`src/rtl/vga_timing_decoder_if.sv`:
```
// Timing-stream bundle between a VGA sync source (master) and the decoder (slave)
// that rebuilds pixel/line counters and lock status from it.
interface vga_timing_decoder_if #(
  parameter int CW = 11
) ();
  logic          hsync_in;
  logic          vsync_in;
  logic          hblnk_in;
  logic          vblnk_in;
  logic [CW-1:0] hcount;
  logic [CW-1:0] vcount;
  logic [CW-1:0] h_total;
  logic [CW-1:0] v_total;
  logic          locked;
  logic          pixel_valid;
  logic          err;

  modport master (
    output hsync_in, vsync_in, hblnk_in, vblnk_in,
    input  hcount, vcount, h_total, v_total, locked, pixel_valid, err
  );

  modport slave (
    input  hsync_in, vsync_in, hblnk_in, vblnk_in,
    output hcount, vcount, h_total, v_total, locked, pixel_valid, err
  );
endinterface

```
`src/rtl/vga_timing_decoder.sv`:
```
// Rebuilds hcount/vcount from an incoming sync/blank stream, measures line and
// frame length, and declares lock once the geometry repeats for LOCK_FRAMES frames.
module vga_timing_decoder #(
  parameter int CW          = 11,
  parameter int LOCK_FRAMES = 2,
  parameter int MAX_COUNT   = 2047
) (
  input  logic                pclk,
  input  logic                rst,
  vga_timing_decoder_if.slave vif
);

  localparam logic [CW-1:0] CNT_MAX  = CW'(MAX_COUNT);
  localparam logic [CW-1:0] CNT_ONE  = CW'(1);
  localparam logic [3:0]    LOCK_TGT = 4'(LOCK_FRAMES);

  typedef enum logic [1:0] {SEARCH, ACQUIRE, LOCKED} state_e;

  state_e        state_q, state_d;
  logic          hblnk_q, vblnk_q, hsync_q;
  logic [CW-1:0] hc_q, hc_d;
  logic [CW-1:0] vc_q, vc_d;
  logic [CW-1:0] h_total_q, h_total_d;
  logic [CW-1:0] v_total_q, v_total_d;
  logic [CW-1:0] h_ref_q, h_ref_d;
  logic [CW-1:0] v_ref_q, v_ref_d;
  logic [3:0]    match_cnt_q, match_cnt_d;
  logic          hc_valid_q, hc_valid_d;
  logic          fs_seen_q, fs_seen_d;
  logic          href_valid_q, href_valid_d;
  logic          vref_valid_q, vref_valid_d;
  logic          line_bad_q, line_bad_d;
  logic          locked_q, locked_d;
  logic          pixel_valid_q, pixel_valid_d;
  logic          err_q, err_d;

  logic          ls, fs;
  logic [CW-1:0] hc_inc, vc_inc;
  logic          sync_fault, line_len_bad, frame_len_bad, hc_sat;

  // Line start is the falling edge of hblank; a frame start needs vblank to fall on that same edge.
  assign ls            = hblnk_q & ~vif.hblnk_in;
  assign fs            = ls & vblnk_q & ~vif.vblnk_in;
  assign hc_inc        = hc_q + CNT_ONE;
  assign vc_inc        = vc_q + CNT_ONE;
  assign sync_fault    = hsync_q & ~hblnk_q;
  assign line_len_bad  = ls & href_valid_q & (hc_inc != h_ref_q);
  assign frame_len_bad = fs & (vc_inc != v_ref_q);
  assign hc_sat        = ~ls & (hc_q != CNT_MAX) & (hc_inc == CNT_MAX);

  always_comb begin
    hc_d       = ls ? '0 : ((hc_q == CNT_MAX) ? CNT_MAX : hc_inc);
    hc_valid_d = hc_valid_q | ls;
    if (fs) begin
      vc_d = '0;
    end else if (ls && (vc_q != CNT_MAX)) begin
      vc_d = vc_inc;
    end else begin
      vc_d = vc_q;
    end
    h_total_d = (ls && hc_valid_q) ? hc_inc : h_total_q;
    v_total_d = (fs && fs_seen_q) ? vc_inc : v_total_q;
    fs_seen_d = fs_seen_q | fs;

    state_d      = state_q;
    h_ref_d      = h_ref_q;
    v_ref_d      = v_ref_q;
    match_cnt_d  = match_cnt_q;
    href_valid_d = href_valid_q;
    vref_valid_d = vref_valid_q;
    line_bad_d   = line_bad_q;
    locked_d     = locked_q;
    err_d        = sync_fault;

    case (state_q)
      SEARCH: begin
        locked_d    = 1'b0;
        match_cnt_d = '0;
        if (fs) begin
          state_d      = ACQUIRE;
          href_valid_d = 1'b0;
          vref_valid_d = 1'b0;
          line_bad_d   = 1'b0;
        end
      end
      ACQUIRE: begin
        if (ls && !href_valid_q) begin
          h_ref_d      = hc_inc;
          href_valid_d = 1'b1;
        end else if (line_len_bad) begin
          line_bad_d = 1'b1;
        end
        // The line closed by this frame start counts toward the frame's consistency too.
        if (fs) begin
          line_bad_d = 1'b0;
          if (!vref_valid_q) begin
            v_ref_d      = vc_inc;
            vref_valid_d = 1'b1;
          end else if (!line_bad_q && !line_len_bad && !frame_len_bad) begin
            match_cnt_d = match_cnt_q + 4'd1;
            if (match_cnt_q + 4'd1 == LOCK_TGT) begin
              state_d  = LOCKED;
              locked_d = 1'b1;
            end
          end else begin
            match_cnt_d = '0;
            v_ref_d     = vc_inc;
          end
        end
      end
      LOCKED: begin
        if (line_len_bad || frame_len_bad || hc_sat || sync_fault) begin
          err_d       = 1'b1;
          state_d     = SEARCH;
          locked_d    = 1'b0;
          match_cnt_d = '0;
        end
      end
      default: begin
        state_d  = SEARCH;
        locked_d = 1'b0;
      end
    endcase

    pixel_valid_d = locked_d & ~vif.hblnk_in & ~vif.vblnk_in;
  end

  always_ff @(posedge pclk or negedge rst) begin
    if (!rst) begin
      state_q       <= SEARCH;
      hblnk_q       <= 1'b1;
      vblnk_q       <= 1'b1;
      hsync_q       <= 1'b0;
      hc_q          <= '0;
      vc_q          <= '0;
      h_total_q     <= '0;
      v_total_q     <= '0;
      h_ref_q       <= '0;
      v_ref_q       <= '0;
      match_cnt_q   <= '0;
      hc_valid_q    <= 1'b0;
      fs_seen_q     <= 1'b0;
      href_valid_q  <= 1'b0;
      vref_valid_q  <= 1'b0;
      line_bad_q    <= 1'b0;
      locked_q      <= 1'b0;
      pixel_valid_q <= 1'b0;
      err_q         <= 1'b0;
    end else begin
      state_q       <= state_d;
      hblnk_q       <= vif.hblnk_in;
      vblnk_q       <= vif.vblnk_in;
      hsync_q       <= vif.hsync_in;
      hc_q          <= hc_d;
      vc_q          <= vc_d;
      h_total_q     <= h_total_d;
      v_total_q     <= v_total_d;
      h_ref_q       <= h_ref_d;
      v_ref_q       <= v_ref_d;
      match_cnt_q   <= match_cnt_d;
      hc_valid_q    <= hc_valid_d;
      fs_seen_q     <= fs_seen_d;
      href_valid_q  <= href_valid_d;
      vref_valid_q  <= vref_valid_d;
      line_bad_q    <= line_bad_d;
      locked_q      <= locked_d;
      pixel_valid_q <= pixel_valid_d;
      err_q         <= err_d;
    end
  end

  assign vif.hcount      = hc_q;
  assign vif.vcount      = vc_q;
  assign vif.h_total     = h_total_q;
  assign vif.v_total     = v_total_q;
  assign vif.locked      = locked_q;
  assign vif.pixel_valid = pixel_valid_q;
  assign vif.err         = err_q;

endmodule
```
`src/flat_wrapper.sv`:
```
// flat-port wrapper written by rule: the top's interface ports become plain ports
module vga_timing_decoder_flat 
#(
  parameter int CW          = 11,
  parameter int LOCK_FRAMES = 2,
  parameter int MAX_COUNT   = 2047
)
  (pclk, rst, vif_hsync_in, vif_vsync_in, vif_hblnk_in, vif_vblnk_in, vif_hcount, vif_vcount, vif_h_total, vif_v_total, vif_locked, vif_pixel_valid, vif_err);
  vga_timing_decoder_if #(.CW(CW)) vif_i ();
  input  logic pclk;
  input  logic rst;
  input wire logic [$bits(vif_i.hsync_in)-1:0] vif_hsync_in;
  input wire logic [$bits(vif_i.vsync_in)-1:0] vif_vsync_in;
  input wire logic [$bits(vif_i.hblnk_in)-1:0] vif_hblnk_in;
  input wire logic [$bits(vif_i.vblnk_in)-1:0] vif_vblnk_in;
  output wire logic [$bits(vif_i.hcount)-1:0] vif_hcount;
  output wire logic [$bits(vif_i.vcount)-1:0] vif_vcount;
  output wire logic [$bits(vif_i.h_total)-1:0] vif_h_total;
  output wire logic [$bits(vif_i.v_total)-1:0] vif_v_total;
  output wire logic [$bits(vif_i.locked)-1:0] vif_locked;
  output wire logic [$bits(vif_i.pixel_valid)-1:0] vif_pixel_valid;
  output wire logic [$bits(vif_i.err)-1:0] vif_err;
  assign vif_i.hsync_in = vif_hsync_in;
  assign vif_i.vsync_in = vif_vsync_in;
  assign vif_i.hblnk_in = vif_hblnk_in;
  assign vif_i.vblnk_in = vif_vblnk_in;
  assign vif_hcount = vif_i.hcount;
  assign vif_vcount = vif_i.vcount;
  assign vif_h_total = vif_i.h_total;
  assign vif_v_total = vif_i.v_total;
  assign vif_locked = vif_i.locked;
  assign vif_pixel_valid = vif_i.pixel_valid;
  assign vif_err = vif_i.err;
  vga_timing_decoder #(.CW(CW), .LOCK_FRAMES(LOCK_FRAMES), .MAX_COUNT(MAX_COUNT)) u_core (.pclk(pclk), .rst(rst), .vif(vif_i));
endmodule
```
`config.mk`:
```
export PLATFORM = sky130hd
export DESIGN_NAME = vga_timing_decoder_flat
export DESIGN_NICKNAME = d
export VERILOG_FILES = /design/src/rtl/vga_timing_decoder_if.sv /design/src/rtl/vga_timing_decoder.sv /design/src/flat_wrapper.sv
export SDC_FILE = /design/constraint.sdc
export NUM_CORES = 1
export LEC_CHECK = 0
export CAP_MARGIN = 20
export CORE_MARGIN = 2
export CORE_UTILIZATION = 55
export CTS_CLUSTER_SIZE = 40
export DETAILED_ROUTE_END_ITERATION = 10
export DONT_BUFFER_PORTS = 1
export MAX_ROUTING_LAYER = met4
export PLACE_DENSITY = 0.7
export SYNTH_ARGS = -nofsm -noshare
export SYNTH_HDL_FRONTEND = slang
export SYNTH_SLANG_ARGS = --single-unit
```
`constraint.sdc`:
```
create_clock -name pclk -period 4.5 [get_ports pclk]
set_input_delay 1.35 -clock pclk [delete_from_list [all_inputs] [get_ports pclk]]
set_output_delay 1.35 -clock pclk [all_outputs]
set_load 0.005 [all_outputs]
```
==> results.cfg, run 1 <==
[status]
status = finished clean

[floorplan]
die_h_um = 92.5
core_area_um2 = 7650
rows = 32
io_pins = 53
die_x_um = 92.5
dieArea_um2 = 8550
initial_core_util = 0.563

[layout]
fillers = 670
final_nets = 457
instances_no_fill = 548
area_growth_pct = 4.42
drive_gt1_frac = 0.0673
antenna_cells = 0
postLayoutCoreUtil = 0.588

[synth]
yosysTopAreaCell = dfrtp_1
yosys.cell_types.count = 60
synth_top_area_frac = 0.471
synth_nets = 466
synth_edf_count = 0
synth.ff_latch_count = 83
synthCells = 450
synth-main-ff-cell = dfrtp_1
synth.avg_cell_area_um2 = 9.57
synth_seq_area_share = 0.483
synth_warnings = 0
yosys-top-cells-count = dfrtp_1, nand2_1, o21ai_0, nor2_1, a21oi_1
ys_async_sr_fraction = 1.00
syn-cell-area_um2 = 4310
ys_top_cells_by_area = dfrtp_1, o21ai_0, xnor2_1
synth_most_common_cell = dfrtp_1

[sta]
hold_violations = 0
slew_viol_final = 0
rsz0062_at_grt = false
worst_pin_slew_ns = 0.772
period_needed_ns = 3.31
slew_headroom = 0.482
max_freq_mhz = 302
final-setup-viol-count = 0
finalSetupTns_ns = 0
period_share = 0.736
fin_skew_ns = 0.0131

[pwr]
ir_worst_vdd_mv = 0.234
power_frac_clock = 0.251
power_frac_comb = 0.241
power_w = 0.00201
power_frac_seq = 0.508
p_switching_w = 0.000709
powerDensity_nw_per_um2 = 447
power.leakage_nw = 1.92
p_sw_frac = 0.353
internal-power_w = 0.00130

[global_route]
grt_usage = 0.241
grt_pass1_wl_um = 15500
global_route.overflow_total = 0
grt_pass1_vias = 2968
grt_max_degree = 84
antenna_found_initial = 0

[placement]
gp_congestion = 0.898
numPlacedInstances = 532
io_buffers = 0
post-dp-hpwl_um = 6370

[clocking]
insertion_delay_ns = 0.36
numCtsBuffers = 9
htreeDepth = 3
post-cts-setup-buffer-count = 0
cts_tree = done
holdBufCountCts = 0
clockBufferDepth = 2
post_cts_resized = 0
clkSinkCount = 83
clkTransAtPathRegs_ns = 0.09
cts_root_buf = clkbuf_8

[worst_setup_path]
end_kind = flop
crit_type = reg -> reg
crit_fanout = 9
r2r_start = u_core.vif.hcount[0]$_DFF_PN0_
crit_arrival_ns = 3.56
setup.worst_path.start_class = flop
reg2regPathDepth = 10
crit_start = u_core.vif.hcount[0]$_DFF_PN0_
cp.required_ns = 4.75

[route]
routedWlPerCell_um = 16.6
wl_um = 9120
first_pass_iters = 4
viasPerCell = 5.83
ant_nets = 0
vias = 3194
drc = 0
drtIter0Drc = 172

[min_path]
hold_path_depth = 1
hold_path_class = reg -> reg
min_from = u_core.hc_valid_q$_DFF_PN0_

[run]
max-cap-violations = 0
-- path summary, 6_finish.rpt --
| path | endpoint | slack [ns] |
|---|---|---|
| min in group asynchronous | u_core.vif.v_total[9]$_DFFE_PN0P_ | 0.68 |
| worst max register to register | u_core.state_q[0]$_DFFE_PN0P_ | 1.19 |
| worst min register to register | u_core.hc_valid_q$_DFF_PN0_ | 0.47 |
| worst max-delay path | u_core.state_q[0]$_DFFE_PN0P_ | 1.19 |
| worst min-delay path | u_core.hc_valid_q$_DFF_PN0_ | 0.47 |
| max in group asynchronous | u_core.hblnk_q$_DFF_PN1_ | 3.60 |
-- power groups by stage --
stage	clock, W	combinational, W	sequential (W)
floorplan	0	0.000417	0.000987
global placement	0	0.000467	0.00103
detailed placement	0	0.000484	0.00103
CTS	0.000520	0.000485	0.00102
global route	0.000552	0.000549	0.00104
finish	0.000505	0.000483	0.00102
-- stage by stage --
step / setup slack (ns) / area (um2) / hold slack, ns
3_5_place_dp: 1.20 / 4310 / 0.452
4_1_cts: 1.18 / 4500 / 0.476
3_3_place_gp: 1.25 / 4310 / 0.450
2_1_floorplan: 1.63 / 4310 / 0.435
6_report: 1.19 / 4500 / 0.475
5_1_grt: 0.848 / 4500 / 0.485
-- cells in the final DEF (no fill, tap or decap), types with 10 or more instances in the layout --
cell       n
nand2b_1  10
inv_1     12
xor2_1    10
nand2_1   57
a21oi_1   28
o21ai_0   49
dfrtp_1   81
xnor2_1   25
nor2_1    37
ha_1      10
o21ai_1   11
-- worst max-delay path, stage by stage, from the launching register on --
cell and delay [ns]:
dfrtp_1 0.58, ha_1 0.39, nand4_2 0.22, nor3_2 0.25
xnor2_1 0.28, o2111ai_1 0.17, nor4_2 0.35, o22ai_2 0.22
or2_1 0.29, o211ai_1 0.12, mux2_4 0.32
-- cell families (layout without fill, tap and decap cells) --
family          count (synthesis)  in the layout  share of synthesized area
simple gates                  161            161                      0.185
compound gates                123            123                      0.174
flops                          83             83                      0.483
xor+xnor                       37             37                     0.0816
buf+inv                        34             30                     0.0418
fa+ha+maj                      10             10                     0.0291
mux                             2              2                    0.00581
-- per-layer routing --
layer | global-route usage | routed length [um]
met2 | 0.330 | 4050
met1 | 0.344 | 4410
met3 | 0.0749 | 540
met4 | 0.0721 | 113
met5 | - | 0
-- state kept, by name, summed over array words and instances, names as in the netlist, 2 cells and up --
register,count
u_core.vif.v_total,11
u_core.vif.h_total,11
u_core.vif.vcount,11
u_core.state_q,2
u_core.v_ref_q,11
u_core.vif.hcount,11
u_core.match_cnt_q,4
u_core.h_ref_q,11
-- cell type report --
cell class	instances	area [um2]	area share
Sequential cell	83	2080	0.462
Timing Repair Buffer	2	15.0	0.00334
Clock buffer	9	124	0.0275
Tap cell	102	128	0.0284
Multi-Input combinational cell	333	2050	0.455
Inverter	12	45.0	0.0100
Clock inverter	7	58.8	0.0131
No activity file was read; power rests on OpenSTA's default activity.
==> run 2: changes to the inputs <==
--- a/config.mk
+++ b/config.mk
@@ -12,7 +12,7 @@
 export DETAILED_ROUTE_END_ITERATION = 10
 export DONT_BUFFER_PORTS = 1
 export MAX_ROUTING_LAYER = met4
-export PLACE_DENSITY = 0.7
+export PLACE_DENSITY = 0.73
 export SYNTH_ARGS = -nofsm -noshare
 export SYNTH_HDL_FRONTEND = slang
 export SYNTH_SLANG_ARGS = --single-unit
==> constraint.sdc (replaced) <==
create_clock -name pclk -period 2.9 [get_ports pclk]
set_input_delay 0.87 -clock pclk [delete_from_list [all_inputs] [get_ports pclk]]
set_output_delay 0.87 -clock pclk [all_outputs]
set_load 0.005 [all_outputs]
==> run 2 against run 1 <==
  * Via count grew 7.3%
  * Die area unchanged
  * Design area increased by 9.1%
  * Critical path depth did not move
  * Non-clock buffer count up 38
  * Worst hold slack worse by 0.28 ns
  * Final cell count grew 6.9%
  * Clock skew down 0.00064 ns
  * Sequential cell count unchanged
  * Largest cell class is now multi-input combinational cells
  * Largest power group unchanged
==> results.cfg, run 2 (synthesis results as in run 1) <==
[route]
routedWlPerCell_um = 17.2
wl_um = 10100
drc = 0
vias = 3427
drtIter0Drc = 217
ant_nets = 0
first_pass_iters = 5
viasPerCell = 5.85

[layout]
drive_gt1_frac = 0.165
antenna_cells = 0
instances_no_fill = 586
postLayoutCoreUtil = 0.642
area_growth_pct = 13.9
final_nets = 495
final_cell_mix = dfrtp_1, nand2_1, o21ai_0, nor2_1, buf_4
fillers = 616
final_common_cell = dfrtp_1

[pwr]
powerDensity_nw_per_um2 = 693
power.leakage_nw = 2.14
ir_worst_vdd_mv = 0.420

[sta]
worst_pin_slew_ns = 0.775
max_freq_mhz = 355
period_needed_ns = 2.82
slew_viol_final = 0
fin_skew_ns = 0.0124
hold_violations = 0
final-setup-viol-count = 0
period_share = 0.972
whs_ns = 0.194
slew_headroom = 0.482

[global_route]
grt_pass1_wl_um = 16700
grt_usage = 0.257
grt_pass1_vias = 3354
antenna_found_initial = 0
global_route.overflow_total = 0
grt_max_degree = 84

[floorplan]
rows = 32
dieArea_um2 = 8550
initial_core_util = 0.563
core_area_um2 = 7650
die_x_um = 92.5
io_pins = 53
die_h_um = 92.5

[clocking]
holdBufCountCts = 0
clockBufferDepth = 2
htreeDepth = 3
clkSinkCount = 83
numCtsBuffers = 9
insertion_delay_ns = 0.36
cts_root_buf = clkbuf_8
clkTransAtPathRegs_ns = 0.09
cts_tree = done

[worst_setup_path]
crit_start = u_core.vif.vcount[1]$_DFFE_PN0P_
cp.required_ns = 3.16
crit_fanout = 7
end_kind = flop
crit_arrival_ns = 3.07
setup.worst_path.start_class = flop
crit_type = reg -> reg
reg2regPathDepth = 10
cp-endpoint = u_core.state_q[0]$_DFFE_PN0P_
r2r_setup_slack_ns = 0.08
r2r_start = u_core.vif.vcount[1]$_DFFE_PN0P_
reg2reg_to = u_core.state_q[0]$_DFFE_PN0P_

[status]
status = finished clean

[placement]
post-dp-hpwl_um = 7050
numPlacedInstances = 567
gp_congestion = 0.910
io_buffers = 0

[min_path]
hold_path_class = in -> async

[run]
max-cap-violations = 0
==> run 2: cell count changes in the layout (fill, tap and decap cells not counted), moves of 2 or more <==
cell,before,now
buf_4,2,36
buf_6,0,3
dfrtp_1,81,79
dfrtp_2,0,2
ha_1,10,8
ha_4,0,2
or2_1,2,0
or2_4,0,2
==> run 2: routing by layer <==
layer	GRT usage	vias to the layer above	share of wire
li1	-	1632	-
met1	0.362	1656	0.45
met2	0.371	127	0.45
met3	0.0683	12	0.083
met4	0.0684	0	0.013
met5	-	-	0
==> run 2: stage by stage <==
stage	area (um2)	worst slack [ns]	setup TNS, ns	power (W)
floorplan	4310	0.121	0	0.00218
global placement	4580	0.0240	0	0.00243
detailed placement	4580	-0.0364	-0.204	0.00247
CTS	4800	0.000174	0	0.00338
global route	4910	-0.0186	-0.0186	0.00361
finish	4910	0.0802	0	0.00340
==> run 2: worst max-delay path, cell delays in order (launching register included) <==
cell and delay [ns]:
dfrtp_1 0.41, ha_4 0.20, nand3_4 0.08, a2111o_1 0.37, and3_1 0.16, a2111oi_2 0.37, and4b_2 0.33, o22ai_4 0.11
or2_4 0.26, o211ai_1 0.11, mux2_4 0.31
==> run 2: final cells by class <==
type,instances,area [um2],share of cell area
Tap cell,102,128,0.0260
Sequential cell,83,2080,0.424
Multi-Input combinational cell,333,2130,0.435
Timing Repair Buffer,40,309,0.0630
Clock buffer,10,138,0.0281
Clock inverter,6,71.3,0.0145
Inverter,12,45.0,0.00918
==> run 2: worst min path at each step <==
stage	from	endpoint	slack, ns	depth (start not counted)
floorplan	u_core.hc_valid_q$_DFF_PN0_	u_core.hc_valid_q$_DFF_PN0_	0.43	1
global route	rst	u_core.vif.h_total[5]$_DFFE_PN0P_	0.17	0
detailed placement	u_core.hc_valid_q$_DFF_PN0_	u_core.hc_valid_q$_DFF_PN0_	0.46	1
CTS	rst	u_core.vif.h_total[5]$_DFFE_PN0P_	0.18	0
global placement	u_core.hc_valid_q$_DFF_PN0_	u_core.hc_valid_q$_DFF_PN0_	0.45	1
finish	rst	u_core.vif.vcount[4]$_DFFE_PN0P_	0.19	0
==> run 2: what timing repair did <==
action | CTS | global route
hold endpoints to repair | 0 | 0
pin swaps | 1 | 4
setup endpoints to repair | 13 | 19
gates cloned | 0 | 2
setup buffers | 1 | 0
gates resized for setup | 3 | 21
==> run 2: where the power goes <==
part | total, W | switching (W) | internal, W | leakage [nW]
Clock | 0.000880 | 0.000451 | 0.000429 | 0.0995
Sequential | 0.00155 | 0.000189 | 0.00136 | 1.08
Combinational | 0.000972 | 0.000522 | 0.000450 | 0.957
Total | 0.00340 | 0.00116 | 0.00224 | 2.14
